**src/rtl/pwm_multi.sv**
```systemverilog
// pwm_multi: multi-channel PWM generator with a shared prescaler and period
// counter, edge/center-aligned counting and double-buffered period/duty
// updates that take effect only at period boundaries.
// Optional build macro PWM_POLARITY_EN adds a per-channel, double-buffered
// output polarity; when it is undefined the outputs are active-high and idle low.
module pwm_multi #(
    parameter int WIDTH    = 8,
    parameter int CHANNELS = 4,
    parameter int PRESC_W  = 8
) (
    input  logic                      clock,
    input  logic                      reset,
    input  logic                      enable,
    input  logic [PRESC_W-1:0]        prescale,
    input  logic                      center_mode,
    input  logic [WIDTH-1:0]          period_in,
    input  logic [CHANNELS*WIDTH-1:0] duty_in,
    input  logic                      load,
`ifdef PWM_POLARITY_EN
    input  logic [CHANNELS-1:0]       polarity,
`endif
    output logic                      load_pending,
    output logic                      period_start,
    output logic [CHANNELS-1:0]       pwm_out
);

    logic [PRESC_W-1:0]        presc_cnt;
    logic [WIDTH-1:0]          counter;
    logic                      count_down;
    logic [WIDTH-1:0]          period_shadow;
    logic [WIDTH-1:0]          period_active;
    logic [CHANNELS*WIDTH-1:0] duty_shadow;
    logic [CHANNELS*WIDTH-1:0] duty_active;

    logic                      tick;
    logic                      boundary;
    logic                      transfer;
    logic [WIDTH-1:0]          count_next;
    logic                      down_next;
    logic [CHANNELS-1:0]       compare;
    logic [CHANNELS-1:0]       pol_run;
    logic [CHANNELS-1:0]       pol_idle;

`ifdef PWM_POLARITY_EN
    logic [CHANNELS-1:0]       pol_shadow;
    logic [CHANNELS-1:0]       pol_active;

    // Idle level follows the polarity that is (or is just becoming) active.
    assign pol_run  = pol_active;
    assign pol_idle = transfer ? pol_shadow : pol_active;
`else
    assign pol_run  = '0;
    assign pol_idle = '0;
`endif

    // A prescale lowered below the running count still ticks on the next clock
    // instead of waiting for the prescaler to wrap.
    assign tick     = enable && (presc_cnt >= prescale);
    assign boundary = tick && (count_next == '0);
    assign transfer = load_pending && (boundary || !enable);

    // Next counter value and direction for the coming tick.
    always_comb begin
        count_next = counter;
        down_next  = count_down;
        if (!center_mode) begin
            down_next  = 1'b0;
            count_next = (counter >= period_active) ? '0 : counter + 1'b1;
        end else if (period_active == '0) begin
            count_next = '0;
            down_next  = 1'b0;
        end else if (count_down) begin
            count_next = counter - 1'b1;
            down_next  = 1'b1;
        end else if (counter >= period_active) begin
            count_next = counter - 1'b1;
            down_next  = 1'b1;
        end else begin
            count_next = counter + 1'b1;
        end
        // Reaching zero always turns the count back upwards.
        if (count_next == '0) begin
            down_next = 1'b0;
        end
    end

    // Per-channel compare of the live counter against the active duty.
    always_comb begin
        compare = '0;
        for (int i = 0; i < CHANNELS; i++) begin
            compare[i] = counter < duty_active[i*WIDTH +: WIDTH];
        end
    end

    // Prescaler, period counter, boundary pulse and registered outputs.
    always_ff @(posedge clock or negedge reset) begin
        if (!reset) begin
            presc_cnt    <= '0;
            counter      <= '0;
            count_down   <= 1'b0;
            period_start <= 1'b0;
            pwm_out      <= '0;
        end else if (!enable) begin
            presc_cnt    <= '0;
            counter      <= '0;
            count_down   <= 1'b0;
            period_start <= 1'b0;
            pwm_out      <= pol_idle;
        end else begin
            pwm_out      <= compare ^ pol_run;
            period_start <= boundary;
            presc_cnt    <= tick ? '0 : presc_cnt + 1'b1;
            if (tick) begin
                counter    <= count_next;
                count_down <= down_next;
            end else if (!center_mode) begin
                count_down <= 1'b0;
            end
        end
    end

    // Shadow capture on load; shadow-to-active transfer at a boundary or while stopped.
    always_ff @(posedge clock or negedge reset) begin
        if (!reset) begin
            period_shadow <= '0;
            period_active <= '0;
            duty_shadow   <= '0;
            duty_active   <= '0;
            load_pending  <= 1'b0;
`ifdef PWM_POLARITY_EN
            pol_shadow    <= '0;
            pol_active    <= '0;
`endif
        end else begin
            if (transfer) begin
                period_active <= period_shadow;
                duty_active   <= duty_shadow;
`ifdef PWM_POLARITY_EN
                pol_active    <= pol_shadow;
`endif
            end
            if (load) begin
                period_shadow <= period_in;
                duty_shadow   <= duty_in;
`ifdef PWM_POLARITY_EN
                pol_shadow    <= polarity;
`endif
            end
            if (load) begin
                load_pending <= 1'b1;
            end else if (transfer) begin
                load_pending <= 1'b0;
            end
        end
    end

endmodule

```
**config.mk**
```make
export PLATFORM = sky130hd
export DESIGN_NAME = pwm_multi
export DESIGN_NICKNAME = d
export VERILOG_FILES = /design/src/rtl/pwm_multi.sv
export SDC_FILE = /design/constraint.sdc
export NUM_CORES = 1
export LEC_CHECK = 0
export BUFFER_PORTS_ARGS = -buffer_cell sky130_fd_sc_hd__buf_2
export CORE_MARGIN = 2
export CORE_UTILIZATION = 45
export DETAILED_ROUTE_END_ITERATION = 10
export GPL_ROUTABILITY_DRIVEN = 0
export GPL_TIMING_DRIVEN = 0
export PLACE_DENSITY = 0.66
export SLEW_MARGIN = 10
export SYNTH_ARGS = -nofsm -noshare
export SYNTH_HDL_FRONTEND = slang
export SYNTH_SLANG_ARGS = --single-unit
```
**constraint.sdc**
```tcl
create_clock -name clock -period 3.95 [get_ports clock]
set_clock_uncertainty 0.05 [all_clocks]
set_input_delay 0.5925 -clock clock [delete_from_list [all_inputs] [get_ports clock]]
set_output_delay 0.5925 -clock clock [all_outputs]
set_load 0.005 [all_outputs]
```
==> reports/metrics.csv, run 1 <==
stage,metric,value,unit
yosys,distinct cell type count of the synthesized netlist,55,
worst_setup_path,Register-to-Register Setup Slack,290,ps
yosys,Post-synth top cells,"103 x dfrtp_1, 93 x nand2_1, 58 x inv_1",
layout,cell area after layout,7130,um^2
power_and_ir_drop,total power,2690,uW
die,starting density of the core,45.6,%
worst_setup_path,CP Depth,11,
worst_setup_path,Critical Path Max Stage Delay,450,ps
worst_setup_path,Worst R2R End,duty_active[13],
yosys,"count leader, synth",dfrtp_1,
yosys,"Seq/Total Area, Yosys",41.2,%
timing,period utilisation layout,92.7,%
drt,met2 WL,7.56,mm
die,cell row count,43,
timing,Max Fclk,0.273,GHz
worst_setup_path,critical path arrival,3850,ps
status,status,completed,
drt,Wirelength per Cell,17.3,um
drt,Post-DRT Antenna Nets,0,
die,die span in x,122,um
yosys,Syn Nets,770,
worst_setup_path,CP max FO,10,
hold_path,Hold Crit Class,input port to asynchronous set/reset pin,
placement,post-DP HPWL,11.2,mm
placement,DP Area,6800,um^2
yosys,Post-synth top flop,dfrtp_1,
layout,share of layout cells above drive strength 1,17.3,%
layout,"Net count, final",840,
worst_setup_path,crit start category,register,
drt,Pre-antenna DRT Iters,5,
power_and_ir_drop,VDD IR max,0.384,mV
die,CORE AREA,13700,um^2
clock_network,cts bufs inserted,9,
clock_network,Max Root-Sink Buffers,2,
placement,pre-CTS setup slack,23.9,ps
worst_setup_path,most frequent CP cell,clkbuf_2,
worst_setup_path,Worst Path Buf+Inv,3,
yosys,Syn Area/Cell,9.33,um^2
worst_setup_path,critical-path cell list,"clkbuf_2, inv_1, ha_1, nand2b_1, a2111oi_2, o21ai_1, a211o_1, o211ai_1, clkbuf_2, nor3_1, a311o_1",
timing,Setup WS post-layout,287,ps
layout,area grow syn2layout,14.0,%
placement,number of port buffers,57,
worst_setup_path,origin of the critical flop-to-flop path,counter[0],
worst_setup_path,Worst Setup SP,counter[0],
timing,post-layout minimum cycle time,3660,ps
yosys,Ys Warns,0,
drt,DR vias/cell,5.82,
clock_network,CTS H-tree lvls,3,
worst_setup_path,end of the critical path,duty_active[13],
timing,Worst-Margin Slew,941,ps
clock_network,"Hold-fix buffers, CTS",0,
clock_network,clk slew on worst S/H paths,70,ps
drt,Residual DRC,0,
timing,Max transition margin,36.9,%
global_routing,antenna violations before repair,0,
worst_setup_path,slowest CP cell,o211ai_1,
yosys,Post-synth EDFFs,0,
clock_network,Root Buffer,clkbuf_16,
drt,top sig layer,met4,
yosys,top cell type's share of synthesized area,41.2,%
timing,Final TNS setup,0,ps
power_and_ir_drop,Power Dens Cells,377,nW/um^2
global_routing,global-route wire length before repair,25.7,mm
clock_network,Sink Count,103,
global_routing,pin count of the biggest net entering global routing,66,
global_routing,GR Overflow Total,0,
run,maxcap violations,0,
die,Die Ht,122,um
worst_setup_path,Worst Setup Path Type,register to register,
power_and_ir_drop,leak pwr,0.00338,uW
global_routing,GRT Overall Usage,22.4,%
drt,met3 routed WL,818,um
worst_setup_path,CP top delay family,compound AO/OA/AOI/OAI gates,
timing,RSZ-0062 raised after global routing,no,
die,IO Pins,59,
yosys,"area leader, netlist",dfrtp_1,
timing,Final setup viols,0,
yosys,Synth async-reset ratio,100,%
worst_setup_path,R2R cell count,11,
drt,via count,5382,
yosys,synth top area cells,"dfrtp_1 41%, ha_1 9.4%, mux2_2 7.2%",
drt,wl on met1,7.34,mm
layout,ant diodes,0,
drt,final wirelength,16.0,mm
worst_setup_path,Worst setup EP type,register,
timing,"Hold Violations, Final",0,
drt,1st-iter DRT viols,366,
clock_network,Clock Latency Late Sink,370,ps
timing,"Slew Viols, Final",0,
yosys,"FF+latch count, synth",103,
global_routing,vias in the first global route,5118,
yosys,Syn Std Cell Area,6250,um^2
clock_network,CTS tree,done,
yosys,post-synthesis cell count,670,
die,die area,14900,um^2
worst_setup_path,CP Data Required Time,4140,ps
## cells by family after synthesis
logic type / synth area share (%)
simple gates: 14.7
xor+xnor: 1.40
compound gates: 18.9
mux: 7.36
buf+inv: 7.00
fa+ha+maj: 9.41
flops: 41.2
## final cells by class
class,count,area (um^2)
multi-input cells,463,3240
repair buffers,59,327
well taps,180,225
flip-flops and latches,103,2580
clock inverters,3,40.0
inverters,59,221
clock buffers,13,270
fillers,1237,6590
plain buffers,45,223
## cells in the final DEF, fill, tap and decap left out, types with 3 or more instances in the layout
master,synthesis,final
nand2_1,93,93
or3_1,3,3
xor2_1,6,6
xnor2_1,4,4
nor3_1,46,46
clkbuf_16,0,9
or4_1,7,7
buf_2,2,58
o21a_1,3,3
o311a_1,3,3
clkbuf_1,35,31
o311ai_0,4,4
ha_1,47,47
nand3_1,7,7
buf_6,6,7
o211ai_1,3,3
clkbuf_2,0,5
nor2_1,24,24
nor4_1,5,5
and3_1,3,3
a21oi_1,13,13
clkbuf_8,0,3
dfrtp_1,103,103
inv_1,58,58
a22oi_1,3,3
nand2b_1,6,6
a21o_1,14,14
o21ai_1,3,3
o21ai_0,55,55
a211oi_1,3,3
a311o_1,40,40
mux2_2,40,40
## metal layers
| layer | GRT usage (%) | up-vias |
|---|---|---|
| li1 | - | 2556 |
| met1 | 30.1 | 2623 |
| met2 | 36.3 | 172 |
| met3 | 4.68 | 31 |
| met4 | 7.18 | 0 |
| met5 | 0 | - |
## flip-flops by register name, summed over array words and instances, names as in the netlist
signal and cells:
pwm_out 4, presc_cnt 8, count_down 1, period_active 8
duty_active 32, period_start 1, counter 8, period_shadow 8
duty_shadow 32, load_pending 1
## worst reg2reg max path, delay by kind of cell, from the launching register on
kind	cells	cell delay, ps
AO/OA/AOI/OAI	5	1820
adder cells (fa/ha/maj)	1	290
buffers and inverters	3	730
flip-flops	1	390
AND/OR/NAND/NOR	2	260
## per-stage QoR
stage,cells,hold WS (ps),utilization [%]
final,925,74.3,52.0
after global routing,925,98.7,52.0
after CTS,924,83.8,51.8
after detailed placement,908,461,49.5
after global placement,907,451,49.3
after floorplan,670,247,-
## timing repair
action | 4_1_cts | 5_1_grt
resized for setup | 2 | 7
setup buffers | 0 | 1
pin swaps | 0 | 1
setup endpoints to repair | 2 | 41
## report_power, final
group          internal (uW)  total [uW]  switching (uW)
logic                    224         480             256
clock network            541         937             396
registers               1180        1270            91.3
## worst min-delay path by stage
stage	startpoint	endpoint	slack [ps]	cells after the start
floorplan	reset	count_down	250	0
global placement	duty_active[6]	duty_active[6]	450	1
detailed placement	duty_active[29]	duty_active[29]	460	1
CTS	reset	presc_cnt[1]	80	1
global route	reset	presc_cnt[3]	100	1
finish	reset	presc_cnt[0]	70	1
Note: power is estimated with default switching activity, not from simulation.
==> inputs of run 2 (changes only) <==
--- a/config.mk
+++ b/config.mk
@@ -5,7 +5,7 @@
 export SDC_FILE = /design/constraint.sdc
 export NUM_CORES = 1
 export LEC_CHECK = 0
-export BUFFER_PORTS_ARGS = -buffer_cell sky130_fd_sc_hd__buf_2
+export BUFFER_PORTS_ARGS = -buffer_cell sky130_fd_sc_hd__buf_4
 export CORE_MARGIN = 2
 export CORE_UTILIZATION = 45
 export DETAILED_ROUTE_END_ITERATION = 10
==> reports/metrics.csv, run 2 (same netlist as run 1, synthesis figures left out) <==
stage,metric,value,unit,change
timing,Max Fclk,0.274,GHz,+0.26%
clock_network,Clock Latency Late Sink,370,ps,about the same
drt,Residual DRC,0,,unchanged
power_and_ir_drop,leak pwr,0.00340,uW,+0.68%
power_and_ir_drop,Power Dens Cells,371,nW/um^2,-1.7%
clock_network,CTS tree,done,,
layout,Final Util,52.6,%,+0.68 points
drt,via count,5342,,-0.74%
timing,"Hold Violations, Final",0,,unchanged
layout,area grow syn2layout,15.5,%,
worst_setup_path,crit start category,register,,
hold_path,Hold Crit Class,input port to asynchronous set/reset pin,,
global_routing,GR Overflow Total,0,,unchanged
timing,post-layout minimum cycle time,3650,ps,-9.45 ps
placement,pre-CTS setup slack,9.95,ps,-14.0 ps
placement,post-DP HPWL,11.1,mm,-1.3%
worst_setup_path,critical path arrival,3850,ps,about the same
clock_network,CTS H-tree lvls,3,,unchanged
layout,most frequent cells in the layout,"103 x dfrtp_1, 93 x nand2_1, 58 x inv_1",,
layout,"Net count, final",838,,-0.24%
drt,1st-iter DRT viols,539,,+47%
timing,Final TNS setup,0,ps,unchanged
drt,Post-DRT Antenna Nets,0,,unchanged
drt,Wirelength per Cell,17.4,um,+0.57%
placement,number of port buffers,57,,unchanged
clock_network,clk slew on worst S/H paths,70,ps,about the same
layout,biggest regs,"duty_active (32), duty_shadow (32)",,
global_routing,antenna violations before repair,0,,unchanged
worst_setup_path,Worst setup EP type,register,,
die,die area,14900,um^2,unchanged
clock_network,Sink Count,103,,unchanged
timing,"Slew Viols, Final",0,,unchanged
drt,DR vias/cell,5.79,,-0.53%
global_routing,vias in the first global route,5264,,+2.9%
worst_setup_path,Worst Setup Path Type,register to register,,
timing,Final setup viols,0,,unchanged
timing,Setup WS post-layout,296,ps,+9.45 ps
worst_setup_path,origin of the critical flop-to-flop path,counter[0],,
layout,share of layout cells above drive strength 1,17.1,%,-0.22 points
timing,Worst-Margin Slew,1000,ps,+60.3 ps
clock_network,Max Root-Sink Buffers,2,,unchanged
die,die span in x,122,um,unchanged
clock_network,post-CTS setup buffers,0,,unchanged
power_and_ir_drop,VDD IR max,0.328,mV,-15%
global_routing,GRT Overall Usage,22.9,%,+0.50 points
timing,period utilisation layout,92.5,%,-0.24 points
status,status,completed,,
layout,"leading cell type in the layout, fill and taps excluded",dfrtp_1,,
die,IO Pins,59,,unchanged
global_routing,global-route wire length before repair,26.3,mm,+2.1%
run,maxcap violations,0,,unchanged
layout,ant diodes,0,,unchanged
timing,RSZ-0062 raised after global routing,no,,
timing,Max transition margin,32.8,%,-4.0 points
die,Die Ht,122,um,unchanged
clock_network,cts bufs inserted,9,,unchanged
layout,fill count,1236,,-0.081%
die,CORE AREA,13700,um^2,unchanged
die,cell row count,43,,unchanged
clock_network,Root Buffer,clkbuf_16,,
worst_setup_path,Worst Setup SP,counter[0],,
die,starting density of the core,45.6,%,unchanged
worst_setup_path,CP max FO,10,,unchanged
drt,Pre-antenna DRT Iters,5,,unchanged
drt,final wirelength,16.1,mm,+0.35%
worst_setup_path,CP Data Required Time,4140,ps,about the same
global_routing,pin count of the biggest net entering global routing,104,,+58%
[run 2: cell count changes in the layout (fill, tap and decap cells not counted), sizes merged]
cell / delta
buf: -2
inv: +1
clkbuf: -2
clkinvlp: +1
[run 2: power by group]
part	internal [uW]	leakage [uW]	switching (uW)
Sequential	1180	0.00124	93.6
Clock	509	0.000146	404
Combinational	237	0.00201	255
[run 2: what timing repair did]
item	CTS	global route
endpoints found under the setup margin	24	40
resized for setup	4	3
hold buffers	0	0
[run 2: worst paths after layout]
| path | to | slack (ps) | cells after the start |
|---|---|---|---|
| setup / recovery | duty_active[30] | 300 | 11 |
| hold / removal | presc_cnt[3] | 270 | 1 |
| setup reg to reg | duty_active[30] | 300 | 11 |
| hold reg to reg | duty_active[29] | 470 | 1 |
| max in group asynchronous | duty_active[30] | 2890 | 1 |
| min in group clock | duty_shadow[1] | 410 | 2 |
[run 2: worst max-delay path, cell delays in order, from the launching register on]
cell and delay [ps]:
dfrtp_1 390, clkbuf_2 280, inv_1 120, ha_1 290
nand2b_1 150, a2111oi_2 410, o21ai_1 240, a211o_1 390
o211ai_1 440, clkbuf_2 350, nor3_1 90, a311o_1 340
[run 2: routing by layer]
layer	GRT usage, %	routed length [um]	up-vias	part of all wire [%]
met3	4.82	951	28	5.9
met2	37.3	7660	179	48
met4	6.25	209	0	1.3
li1	-	-	2540	-
met1	31.0	7260	2595	45
met5	0	0	-	0
[run 2: area by class of cell]
type                       instances  area, um^2  share of cell area [%]
clock inverter                     5        56.3                   0.780
multi-input combinational        463        3240                    44.9
tap                              180         225                    3.12
buffer                            45         223                    3.08
clock buffer                      11         243                    3.36
timing repair buffer              57         432                    5.98
sequential                       103        2580                    35.7
inverter                          59         221                    3.07
[run 2: stage by stage]
stage | area, um^2 | total power, uW | hold slack, ps | std cells
after CTS | 7210 | 2700 | 343 | 923
after detailed placement | 6910 | 1780 | 460 | 907
final | 7220 | 2680 | 271 | 923
after global placement | 6910 | 1750 | 451 | 907
after global routing | 7220 | 2820 | 368 | 923
after floorplan | 6250 | 1590 | 247 | 670
==> inputs of run 3 (changes only) <==
--- a/config.mk
+++ b/config.mk
@@ -6,7 +6,7 @@
 export NUM_CORES = 1
 export LEC_CHECK = 0
 export BUFFER_PORTS_ARGS = -buffer_cell sky130_fd_sc_hd__buf_4
-export CORE_MARGIN = 2
+export CORE_MARGIN = 3
 export CORE_UTILIZATION = 45
 export DETAILED_ROUTE_END_ITERATION = 10
 export GPL_ROUTABILITY_DRIVEN = 0
==> reports/metrics.csv, run 3 (same netlist as run 1, synthesis figures left out) <==
stage,metric,value,unit,change
status,status,completed,,
global_routing,antenna violations before repair,0,,unchanged
clock_network,Sink Count,103,,unchanged
timing,period utilisation layout,92.1,%,-0.41 points
drt,Residual DRC,0,,unchanged
drt,Post-DRT Antenna Nets,0,,unchanged
global_routing,GRT met2 Usage,35.1,%,-2.2 points
placement,DP Area,6900,um^2,about the same
timing,Max Fclk,0.275,GHz,+0.44%
clock_network,CTS tree,done,,
hold_path,Hold Crit Class,input port to asynchronous set/reset pin,,
timing,RSZ-0062 raised after global routing,no,,
placement,Cells after DPL,903,,-0.44%
worst_setup_path,slowest CP cell,o211ai_1,,
layout,"Net count, final",838,,unchanged
die,die area,15300,um^2,+3.3%
global_routing,global-route wire length before repair,25.7,mm,-2.4%
clock_network,CTS H-tree lvls,3,,unchanged
drt,1st-iter DRT viols,446,,-17%
timing,post-layout minimum cycle time,3640,ps,-16.1 ps
layout,biggest regs,"duty_active (32), duty_shadow (32)",,
drt,Pre-antenna DRT Iters,7,,+2
worst_setup_path,Worst Setup Path Type,register to register,,
layout,ant diodes,0,,unchanged
timing,Final TNS setup,0,ps,unchanged
drt,final wirelength,16.0,mm,-0.48%
clock_network,cts bufs inserted,9,,unchanged
layout,fin cells,919,,-0.43%
timing,"Slew Viols, Final",0,,unchanged
worst_setup_path,critical-path cell list,"clkbuf_2, inv_1, ha_1, nand2b_1, a2111oi_2, o21ai_1, a211o_1, o211ai_1, clkbuf_2, nor3_1, a311o_1",,
power_and_ir_drop,VDD IR max,0.264,mV,-19%
placement,post-DP HPWL,11.2,mm,+0.96%
global_routing,pin count of the biggest net entering global routing,104,,unchanged
die,starting density of the core,46.7,%,+1.1 points
die,die span in x,124,um,+1.6%
run,maxcap violations,0,,unchanged
placement,number of port buffers,57,,unchanged
die,cell row count,42,,-2.3%
timing,Final setup viols,0,,unchanged
worst_setup_path,CP max FO,10,,unchanged
global_routing,GR Overflow Total,0,,unchanged
timing,Min Hold Slack,320,ps,+48.6 ps
worst_setup_path,Critical Path Max Stage Delay,450,ps,about the same
worst_setup_path,CP Data Required Time,4130,ps,about the same
layout,most frequent cells in the layout,"103 x dfrtp_1, 93 x nand2_1, 58 x inv_1",,
clock_network,Root Buffer,clkbuf_16,,
worst_setup_path,crit start category,register,,
drt,Wirelength per Cell,17.4,um,about the same
clock_network,Max Root-Sink Buffers,2,,unchanged
global_routing,met1 Resource Use GR,29.1,%,-1.9 points
worst_setup_path,critical path arrival,3820,ps,-30 ps
die,IO Pins,59,,unchanged
timing,Max transition margin,36.3,%,+3.5 points
drt,via count,5296,,-0.86%
worst_setup_path,most frequent CP cell,clkbuf_2,,
layout,"leading cell type in the layout, fill and taps excluded",dfrtp_1,,
worst_setup_path,Worst setup EP type,register,,
power_and_ir_drop,Power Dens Cells,364,nW/um^2,-1.7%
die,CORE AREA,13400,um^2,-2.3%
global_routing,vias in the first global route,5172,,-1.7%
power_and_ir_drop,leak pwr,0.00339,uW,-0.21%
drt,DR vias/cell,5.76,,-0.43%
global_routing,GRT Overall Usage,21.5,%,-1.4 points
layout,Final Util,53.8,%,+1.1 points
layout,share of layout cells above drive strength 1,17.1,%,unchanged
global_routing,M3 GR Usage,4.31,%,-0.51 points
clock_network,clk slew on worst S/H paths,70,ps,about the same
die,Die Ht,124,um,+1.6%
global_routing,GRT busiest layer,met2,,
layout,cell area after layout,7200,um^2,-0.24%
timing,"Hold Violations, Final",0,,unchanged
timing,Worst-Margin Slew,949,ps,-52.6 ps
clock_network,"Hold-fix buffers, CTS",0,,unchanged
layout,area grow syn2layout,15.2,%,
clock_network,Clock Latency Late Sink,350,ps,-20 ps
[run 3: metrics by stage]
stage	setup slack, ps	power, uW
2_1_floorplan	677	1590
6_report	312	2620
5_1_grt	47.2	2760
3_5_place_dp	-51.7	1780
3_3_place_gp	33.8	1750
4_1_cts	11.1	2650
[run 3: repair_timing]
action,4_1_cts,5_1_grt
endpoints found under the setup margin,16,39
setup buffers,0,0
pin swaps,0,1
resized for setup,3,5
gates cloned,0,0
hold endpoints to repair,0,0
[run 3: worst paths after layout]
check                                     start          endpoint  slack, ps  depth (start not counted)
min in group clock                  duty_in[15]   duty_shadow[15]        420                          2
worst max-delay path                 counter[0]  period_active[2]        310                         11
max in group asynchronous                 reset  period_active[0]       2940                          1
worst min register to register  duty_active[17]   duty_active[17]        470                          1
worst max register to register       counter[0]  period_active[2]        310                         11
worst min-delay path                      reset   duty_shadow[14]        320                          1
[run 3: critical path: cells and delay by family (launching register included)]
| kind | cells | cell delay [ps] |
|---|---|---|
| AO/OA/AOI/OAI | 5 | 1800 |
| buffers and inverters | 3 | 730 |
| flip-flops | 1 | 380 |
| adder cells (fa/ha/maj) | 1 | 290 |
| AND/OR/NAND/NOR | 2 | 240 |
[run 3: metal layers]
metal / share of wire, % / up-vias
li1: - / 2541
met1: 46 / 2594
met2: 48 / 148
met3: 5.3 / 13
met4: 0.96 / 0
met5: 0 / -
[run 3: cell type report]
| class | count | area, um^2 |
|---|---|---|
| Clock inverter | 4 | 30.0 |
| Clock buffer | 12 | 256 |
| Sequential cell | 103 | 2580 |
| Multi-Input combinational cell | 463 | 3240 |
| Inverter | 59 | 221 |
| Fill cell | 1239 | 6200 |
| Tap cell | 176 | 220 |
| Buffer | 45 | 223 |
| Timing Repair Buffer | 57 | 432 |
[run 3: where the power goes]
part / internal (uW) / switching (uW)
logic: 238 / 254
clock network: 464 / 397
registers: 1180 / 93.1
total: 1880 / 743
